===== src/rtl/adc_spi_writer.sv =====
// SPI write-only configuration master for the two HSMC ADC channels.
// Shifts one 24-bit register-write frame on shared sclk/sdio with per-channel chip selects.
module adc_spi_writer #(
   parameter int unsigned CLK_DIV  = 4,
   parameter int unsigned CS_SETUP = 2,
   parameter int unsigned CS_HOLD  = 2,
   parameter int unsigned CS_IDLE  = 4
) (
   input  logic        clk,
   input  logic        rst,
   input  logic        start,
   input  logic [1:0]  adc_sel,
   input  logic [12:0] addr,
   input  logic [7:0]  wdata,
   output logic        ready,
   output logic        done,
   output logic        ad_sclk,
   output logic        ad_sdio,
   output logic        ada_spi_cs,
   output logic        adb_spi_cs
);

   localparam int unsigned FRAME_W = 24;
   localparam int unsigned BIT_W   = $clog2(FRAME_W);
   localparam int unsigned MAX_A   = (CLK_DIV > CS_SETUP) ? CLK_DIV : CS_SETUP;
   localparam int unsigned MAX_B   = (CS_HOLD > CS_IDLE) ? CS_HOLD : CS_IDLE;
   localparam int unsigned CNT_MAX = (MAX_A > MAX_B) ? MAX_A : MAX_B;
   localparam int unsigned CNT_W   = $clog2(CNT_MAX + 1);

   localparam logic [CNT_W-1:0] SETUP_LAST = CNT_W'(CS_SETUP - 1);
   localparam logic [CNT_W-1:0] HALF_LAST  = CNT_W'(CLK_DIV - 1);
   localparam logic [CNT_W-1:0] HOLD_LAST  = CNT_W'(CS_HOLD - 1);
   localparam logic [CNT_W-1:0] IDLE_LAST  = CNT_W'(CS_IDLE - 1);
   localparam logic [BIT_W-1:0] BIT_FIRST  = BIT_W'(FRAME_W - 1);

   localparam logic [2:0] ST_IDLE  = 3'd0;
   localparam logic [2:0] ST_SETUP = 3'd1;
   localparam logic [2:0] ST_SHIFT = 3'd2;
   localparam logic [2:0] ST_HOLD  = 3'd3;
   localparam logic [2:0] ST_GAP   = 3'd4;

   logic [2:0]         state_q, state_d;
   logic [CNT_W-1:0]   cnt_q, cnt_d;
   logic [BIT_W-1:0]   bit_q, bit_d;
   logic [BIT_W-1:0]   bit_nxt;
   logic [FRAME_W-1:0] frame_q, frame_d;
   logic               ready_d, done_d, sclk_d, sdio_d, csa_d, csb_d;
   logic               accept;

   // State and registered outputs; every output comes straight from a flop.
   always_ff @(posedge clk) begin
      if (rst) begin
         state_q    <= ST_IDLE;
         cnt_q      <= '0;
         bit_q      <= '0;
         frame_q    <= '0;
         ready      <= 1'b1;
         done       <= 1'b0;
         ad_sclk    <= 1'b0;
         ad_sdio    <= 1'b1;
         ada_spi_cs <= 1'b1;
         adb_spi_cs <= 1'b1;
      end else begin
         state_q    <= state_d;
         cnt_q      <= cnt_d;
         bit_q      <= bit_d;
         frame_q    <= frame_d;
         ready      <= ready_d;
         done       <= done_d;
         ad_sclk    <= sclk_d;
         ad_sdio    <= sdio_d;
         ada_spi_cs <= csa_d;
         adb_spi_cs <= csb_d;
      end
   end

   // Next state; outputs are computed for the first cycle of the phase being entered.
   always_comb begin
      state_d = state_q;
      cnt_d   = cnt_q;
      bit_d   = bit_q;
      frame_d = frame_q;
      ready_d = ready;
      done_d  = 1'b0;
      sclk_d  = ad_sclk;
      sdio_d  = ad_sdio;
      csa_d   = ada_spi_cs;
      csb_d   = adb_spi_cs;
      bit_nxt = bit_q - BIT_W'(1);
      accept  = start & ready & (adc_sel != 2'b00);

      case (state_q)
         ST_IDLE: begin
            if (accept) begin
               frame_d = {1'b0, 2'b00, addr, wdata};
               state_d = ST_SETUP;
               cnt_d   = '0;
               ready_d = 1'b0;
               csa_d   = ~adc_sel[0];
               csb_d   = ~adc_sel[1];
               sclk_d  = 1'b0;
               sdio_d  = frame_d[FRAME_W-1];
            end
         end

         ST_SETUP: begin
            if (cnt_q == SETUP_LAST) begin
               state_d = ST_SHIFT;
               cnt_d   = '0;
               bit_d   = BIT_FIRST;
            end else begin
               cnt_d = cnt_q + CNT_W'(1);
            end
         end

         // Data only moves on the falling edge so it is stable around each rising edge.
         ST_SHIFT: begin
            if (cnt_q == HALF_LAST) begin
               cnt_d = '0;
               if (!ad_sclk) begin
                  sclk_d = 1'b1;
               end else begin
                  sclk_d = 1'b0;
                  if (bit_q == '0) begin
                     state_d = ST_HOLD;
                  end else begin
                     bit_d  = bit_nxt;
                     sdio_d = frame_q[bit_nxt];
                  end
               end
            end else begin
               cnt_d = cnt_q + CNT_W'(1);
            end
         end

         ST_HOLD: begin
            if (cnt_q == HOLD_LAST) begin
               state_d = ST_GAP;
               cnt_d   = '0;
               csa_d   = 1'b1;
               csb_d   = 1'b1;
               sdio_d  = 1'b1;
            end else begin
               cnt_d = cnt_q + CNT_W'(1);
            end
         end

         ST_GAP: begin
            if (cnt_q == IDLE_LAST) begin
               state_d = ST_IDLE;
               cnt_d   = '0;
               ready_d = 1'b1;
               done_d  = 1'b1;
            end else begin
               cnt_d = cnt_q + CNT_W'(1);
            end
         end

         default: begin
            state_d = ST_IDLE;
            cnt_d   = '0;
            ready_d = 1'b1;
            sclk_d  = 1'b0;
            sdio_d  = 1'b1;
            csa_d   = 1'b1;
            csb_d   = 1'b1;
         end
      endcase
   end

endmodule


===== config.mk =====
export PLATFORM = sky130hd
export DESIGN_NAME = adc_spi_writer
export DESIGN_NICKNAME = d
export VERILOG_FILES = /design/src/rtl/adc_spi_writer.sv
export SDC_FILE = /design/constraint.sdc
export NUM_CORES = 1
export LEC_CHECK = 0
export BUFFER_PORTS_ARGS = -buffer_cell sky130_fd_sc_hd__buf_2
export CORE_MARGIN = 4
export CORE_UTILIZATION = 52
export CTS_BUF_LIST = sky130_fd_sc_hd__clkbuf_4
export DETAILED_ROUTE_END_ITERATION = 8
export PLACE_DENSITY = 0.79
export SETUP_SLACK_MARGIN = 0.2
export SKIP_CTS_REPAIR_TIMING = 1
export SLEW_MARGIN = 20
export SYNTH_ARGS = -nofsm -noshare
export SYNTH_HDL_FRONTEND = slang
export SYNTH_SLANG_ARGS = --single-unit

===== constraint.sdc =====
create_clock -name clk -period 1.8 [get_ports clk]
set_input_delay 0.09 -clock clk [delete_from_list [all_inputs] [get_ports clk]]
set_output_delay 0.09 -clock clk [all_outputs]
set_load 0.1 [all_outputs]

==> key figures, run 1 <==
Outcome
  – Status: finished clean

Global routing
  – Vias in the first global route: 1650
  – Largest net degree at the start of global routing: 37
  – First-pass GRT wire length: 7.22 mm
  – Initial antenna violation count: 0
  – Congestion Overflow GR: 0
  – Gr usage total: 18.2%

Timing
  – Least-Margin Pin Slew: 0.490 ns
  – Slew HR: 67.5%
  – Worst Skew: 0.00477 ns
  – Setup tns final: 0 ns
  – Setup violations, final: 0
  – Slew Limit Fails: 0
  – Final hold violation count: 0
  – Post-route minimum period: 1.73 ns
  – RSZ-0062 raised after global routing: true
  – Post-route clock period utilization: 95.9%
  – F_max: 579 MHz

Detailed routing
  – Drt initial violations: 133
  – Vias: 1917
  – Average vias per placed instance: 5.49
  – WL final: 4.95 mm
  – Pre-antenna DRT Iters: 4
  – Drt drc: 0
  – ANT nets after route: 0
  – Wire per inst: 14.2 um

Logic synthesis
  – Largest cells by area after synthesis: dfxtp_1, nand2_1, a21oi_1
  – Top-count cell post-synth: nand2_1
  – Post-synthesis adder-cell area fraction: 3.18%
  – Sequential-to-total area share from yosys stat: 38.7%
  – Synth unique cells: 51
  – Mapped Nets: 273
  – Post-synth top area cell: dfxtp_1
  – Synth Area in Compound Gates: 19.5%
  – Async S/R FF share, synth: 0%
  – Largest family of logic cells by synthesized area: simple AND/OR/NAND/NOR gates
  – Top FF cell, synth: dfxtp_1
  – Syn Inst Count: 242
  – Syn Std Cell Area: 0.00197 mm2
  – Seq cells post-synth: 38
  – Simple-gate area share of the yosys netlist: 26.0%
  – YS warnings: 0
  – Commonest cells in the synthesized netlist: nand2_1, dfxtp_1, a21oi_1
  – Number of flops mapped to enable cells by yosys: 0
  – Syn Area/Cell: 8.13 um2
  – Post-synth top area share: 38.7%
  – Xor/xnor share of the synthesized area: 1.78%
  – Post-synthesis mux area share: 5.79%

Setup path
  – Worst EP arrival: 2.02 ns
  – WP data required: 2.09 ns
  – CP max FO: 12
  – Crit Path Category: reg -> reg
  – Reg2reg path depth: 6
  – Critical Path Source Type: register
  – R2R Path End: ad_sdio
  – Crit. End Element: register
  – FF-to-FF setup slack: 0.07 ns
  – RR Startpoint: bit_q[0]

Power
  – Switching power share of the total: 29.1%
  – Reg power frac: 42.7%
  – Psw: 0.643 mW
  – Pleak: 1.06 nW
  – Clock power share: 32.8%
  – Pwr dens: 826 mW/mm2
  – VDD IR max: 0.543 mV
  – Pint: 1.57 mW
  – Gate power share: 24.6%

Floorplan
  – Core Region: 0.00366 mm2
  – Row cnt: 22
  – Total die area: 0.00483 mm2
  – Initial core utilization: 53.7%
  – Die Span X: 69.5 um
  – Ports: 32
  – Die Y: 69.5 um

Placed design
  – Port Buf Inserts: 31
  – DP Cell Count: 314
  – Final GP Congestion: 0.838
  – DP HPWL: 2.86 mm

Clock tree
  – H-tree levels: 2
  – Clock Tree Buf Depth: 2
  – TritonCTS clock tree: yes
  – CTS clk-pin slew, worst paths: 0.11 ns
  – CTS root buf: clkbuf_4
  – Clock Sink Count: 38
  – Skew-Pair Late Insertion Delay: 0.36 ns
  – Num CTS Buffers: 5

Final layout
  – # diodes: 0
  – # fillers: 247
  – Final Non-Filler Cells: 349
  – Final #Nets: 331
  – Layout cells sized above 1: 29.6%
  – Final Util: 73.1%
  – Area Overhead vs Synth: 36.1%

Hold path
  – Hold Path Class: in -> reg
  – Hold endpoint: adb_spi_cs
  – WHS Path Cells: 4
  – Worst Min Path Start: adc_sel[1]

Run
  – Max-cap viol count: 0
-- power by group through the flow --
stage	combinational, mW	sequential, mW	clock [mW]
after detailed placement	0.444	0.957	0
final	0.543	0.942	0.724
after global placement	0.441	0.955	0
after CTS	0.447	0.938	0.729
after global routing	0.590	0.950	0.764
after floorplan	0.284	1.00	0
-- sequential cells by signal (all words and copies together) (netlist names) --
register / flops
ad_sclk: 1
ad_sdio: 1
ada_spi_cs: 1
adb_spi_cs: 1
bit_q: 5
cnt_q: 3
done: 1
frame_q: 21
ready: 1
state_q: 3
-- critical path, cell delays in order, from the launching register on --
cell and delay (ns):
dfxtp_2 0.35, buf_4 0.19, o31ai_1 0.33, nand2_1 0.16, a311oi_1 0.33, a41oi_1 0.16
a21oi_1 0.14
-- area by class of cell --
class,instances,area [um2],area share (%)
clock buffers,5,37.5,1.40
flip-flops and latches,38,778,29.1
repair buffers,67,490,18.3
multi-input cells,181,1220,45.6
clock inverters,3,63.8,2.38
well taps,48,60.1,2.24
inverters,7,26.3,0.982
-- layout by cell type (no fill, tap or decap), drive strengths merged, types with 2 or more instances in the layout --
cell	count
a2111oi	3
a21oi	28
a311oi	6
a31oi	3
and2	3
and3	2
buf	46
bufinv	2
clkbuf	5
dfxtp	38
dlygate4sd3	21
ha	5
inv	7
mux2	3
mux2i	8
nand2	53
nand2b	5
nand3	10
nand4	2
nor2	15
nor2b	4
nor3	2
nor3b	2
o21a	4
o21ai	2
xnor2	2
xor2	2
-- how the worst max path moves through the flow --
stage,from,endpoint,slack [ns],depth (start not counted)
finish,bit_q[0],ad_sdio,0.07,6
detailed placement,bit_q[0],ad_sdio,0.08,7
global route,bit_q[0],ad_sdio,-0.03,6
CTS,bit_q[0],ad_sdio,0.06,7
floorplan,bit_q[0],bit_q[2],0.19,7
global placement,bit_q[0],ad_sdio,0.10,7
-- metal layers --
| metal | wire [um] | track usage [%] | share of wire, % | up-vias |
|---|---|---|---|---|
| met5 | 0 | 0 | 0 | - |
| met4 | 126 | 7.81 | 2.5 | 0 |
| met3 | 178 | 4.78 | 3.6 | 14 |
| met2 | 2390 | 28.1 | 48 | 46 |
| met1 | 2250 | 23.9 | 46 | 898 |
| li1 | - | - | - | 959 |
-- per-stage QoR --
stage / hold slack [ns] / total power, mW / instance area, um2 / setup slack [ns]
5_1_grt: 0.0366 / 2.30 / 2680 / -0.0320
3_5_place_dp: 0.336 / 1.40 / 2230 / 0.0806
2_1_floorplan: 0.226 / 1.29 / 2010 / 0.190
6_report: 0.0367 / 2.21 / 2680 / 0.0734
3_3_place_gp: 0.331 / 1.40 / 2230 / 0.102
4_1_cts: -0.0463 / 2.11 / 2330 / 0.0588
-- cells by family after synthesis --
kind of cell             count (synthesis)
AO/OA/AOI/OAI                           57
multiplexers                            11
AND/OR/NAND/NOR                        104
buffers and inverters                   23
flip-flops                              38
XOR/XNOR                                 4
adder cells (fa/ha/maj)                  5
No activity file was read; power rests on OpenSTA's default activity.
==> inputs of run 2 (changes only) <==
- BUFFER_PORTS_ARGS: -buffer_cell sky130_fd_sc_hd__buf_2 -> unset
- CAP_MARGIN: unset -> 20
- CORE_MARGIN: 4 -> unset
- CORE_UTILIZATION: 52 -> 56
- DONT_BUFFER_PORTS: unset -> 1
- PLACE_DENSITY: 0.79 -> 0.76
==> run 2 against run 1 <==
Effect of this change: the flow now finishes with violations (hold timing, setup timing); cell area fell by 4.0%; sequential cell count did not move; clock-buffer cell count rose by 1; highest routed layer unchanged.
==> key figures, run 2 (synthesized netlist as in run 1, its figures left out) <==
Detailed routing
  – Vias: 1804
  – ANT nets after route: 0
  – Drt drc: 0
  – Met2 Routed Length: 2.48 mm
  – DRT met1 WL: 2.02 mm
  – Wire per inst: 14.7 um
  – Highest metal used: met4
  – Average vias per placed instance: 5.57
  – Drt initial violations: 67
  – Met3 wire len: 179 um
  – Pre-antenna DRT Iters: 5
  – WL final: 4.75 mm

Power
  – Pleak: 0.971 nW
  – Pwr dens: 746 mW/mm2
  – VDD IR max: 0.637 mV

Outcome
  – Status: finished, violations left
  – Failing checks: hold timing, setup timing

Final layout
  – Final Non-Filler Cells: 324
  – Layout cells sized above 1: 22.3%
  – Commonest cells after routing, fill and taps aside: nand2_1, dfxtp_1, a21oi_1
  – Most common cell after layout, fill and taps aside: nand2_1
  – Largest Register: frame_q
  – Multi-input gate area in the final layout: 0.00124 mm2
  – # fillers: 244
  – Area Overhead vs Synth: 30.6%
  – Sequential cell area: 778 um2
  – Max reg flops: 21
  – Final #Nets: 308
  – # diodes: 0
  – Largest registers: frame_q x21, bit_q x5

Clock tree
  – Skew-Pair Late Insertion Delay: 0.35 ns
  – Clock Sink Count: 38
  – CTS root buf: clkbuf_4
  – Num CTS Buffers: 5
  – Clock Tree Buf Depth: 2
  – H-tree levels: 2
  – TritonCTS clock tree: yes
  – CTS clk-pin slew, worst paths: 0.12 ns

Timing
  – Hold_ws: -0.0109 ns
  – Least-Margin Pin Slew: 0.401 ns
  – Worst Setup Slack, final: -0.00624 ns
  – RSZ-0062 raised after global routing: true
  – Slew Limit Fails: 0
  – Worst Skew: 0.0146 ns
  – Setup violations, final: 1
  – Post-route clock period utilization: 100%
  – F_max: 554 MHz
  – Post-route minimum period: 1.81 ns
  – Final hold violation count: 3
  – Setup tns final: -0.00624 ns
  – Slew HR: 73.2%

Placed design
  – Port Buf Inserts: 0
  – DP Cell Count: 289
  – DP HPWL: 2.85 mm
  – Final GP Congestion: 0.822

Global routing
  – Largest net degree at the start of global routing: 38
  – Gr usage total: 22.0%
  – First-pass GRT wire length: 5.98 mm
  – Congestion Overflow GR: 0
  – Vias in the first global route: 1363
  – Initial antenna violation count: 0

Hold path
  – WHS Path Cells: 2
  – Hold Path Class: in -> reg

Setup path
  – Buf/Inv on CP: 1
  – WP data required: 2.04 ns
  – Reg2reg path depth: 7
  – Worst EP arrival: 2.05 ns
  – Crit. End Element: register
  – Critical path's slowest cell: or4b_4
  – Crit Path Category: reg -> reg
  – CP delay by family, top: simple AND/OR/NAND/NOR gates
  – WP depth: 7
  – Max incr delay on CP: 0.50 ns
  – Critical Path Source Type: register
  – CP max FO: 8
  – Crit path cell chain: inv_4 -> ha_4 -> or4b_4 -> nand3_4 -> a21oi_4 -> and2_4 -> a311oi_2

Floorplan
  – Die Y: 61.3 um
  – Total die area: 0.00375 mm2
  – Core Region: 0.00336 mm2
  – Row cnt: 21
  – Ports: 32
  – Initial core utilization: 58.5%
  – Die Span X: 61.3 um

Run
  – Max-cap viol count: 0
run 2: cell count changes in the layout (fill, tap and decap cells not counted), moves of 2 or more:
cell,previous run,this run
dlygate4sd3_1,21,23
buf_2,31,1
buf_4,14,17
bufinv_16,2,0
inv_2,3,1
run 2: final timing paths:
kind,from,end,slack (ns)
worst min-delay path,rst,cnt_q[1],-0.01
worst max-delay path,bit_q[0],bit_q[2],-0.006
worst min register to register,frame_q[11],frame_q[11],0.46
worst max register to register,bit_q[0],bit_q[2],-0.006
run 2: metal layers:
| layer | GRT usage, % | up-vias |
|---|---|---|
| li1 | - | 916 |
| met1 | 27.1 | 836 |
| met2 | 37.1 | 44 |
| met3 | 5.67 | 8 |
| met4 | 7.79 | 0 |
| met5 | 0 | - |
run 2: through the flow:
step / instance area, um2 / hold WS [ns] / power, mW / worst slack (ns) / utilization, %
2_1_floorplan: 2010 / 0.226 / 1.29 / 0.190 / -
3_3_place_gp: 2130 / 0.155 / 1.37 / 0.0660 / 63.3
3_5_place_dp: 2130 / 0.158 / 1.37 / 0.0500 / 63.3
4_1_cts: 2180 / -0.215 / 1.81 / 0.0274 / 64.9
5_1_grt: 2570 / -0.00207 / 2.01 / -0.0591 / 76.4
6_report: 2570 / -0.0109 / 1.92 / -0.00624 / 76.4
run 2: layout make-up:
cell class / instances / area share, %
Multi-Input combinational cell: 181 / 48.1
Clock buffer: 6 / 1.75
Inverter: 7 / 1.12
Timing Repair Buffer: 44 / 16.1
Tap cell: 46 / 2.24
Sequential cell: 38 / 30.3
Clock inverter: 2 / 0.341
run 2: power breakdown:
part	leakage [nW]	total (mW)	internal, mW	switching [mW]
clock	0.0331	0.440	0.162	0.278
combinational	0.624	0.528	0.239	0.290
sequential	0.314	0.948	0.896	0.0518
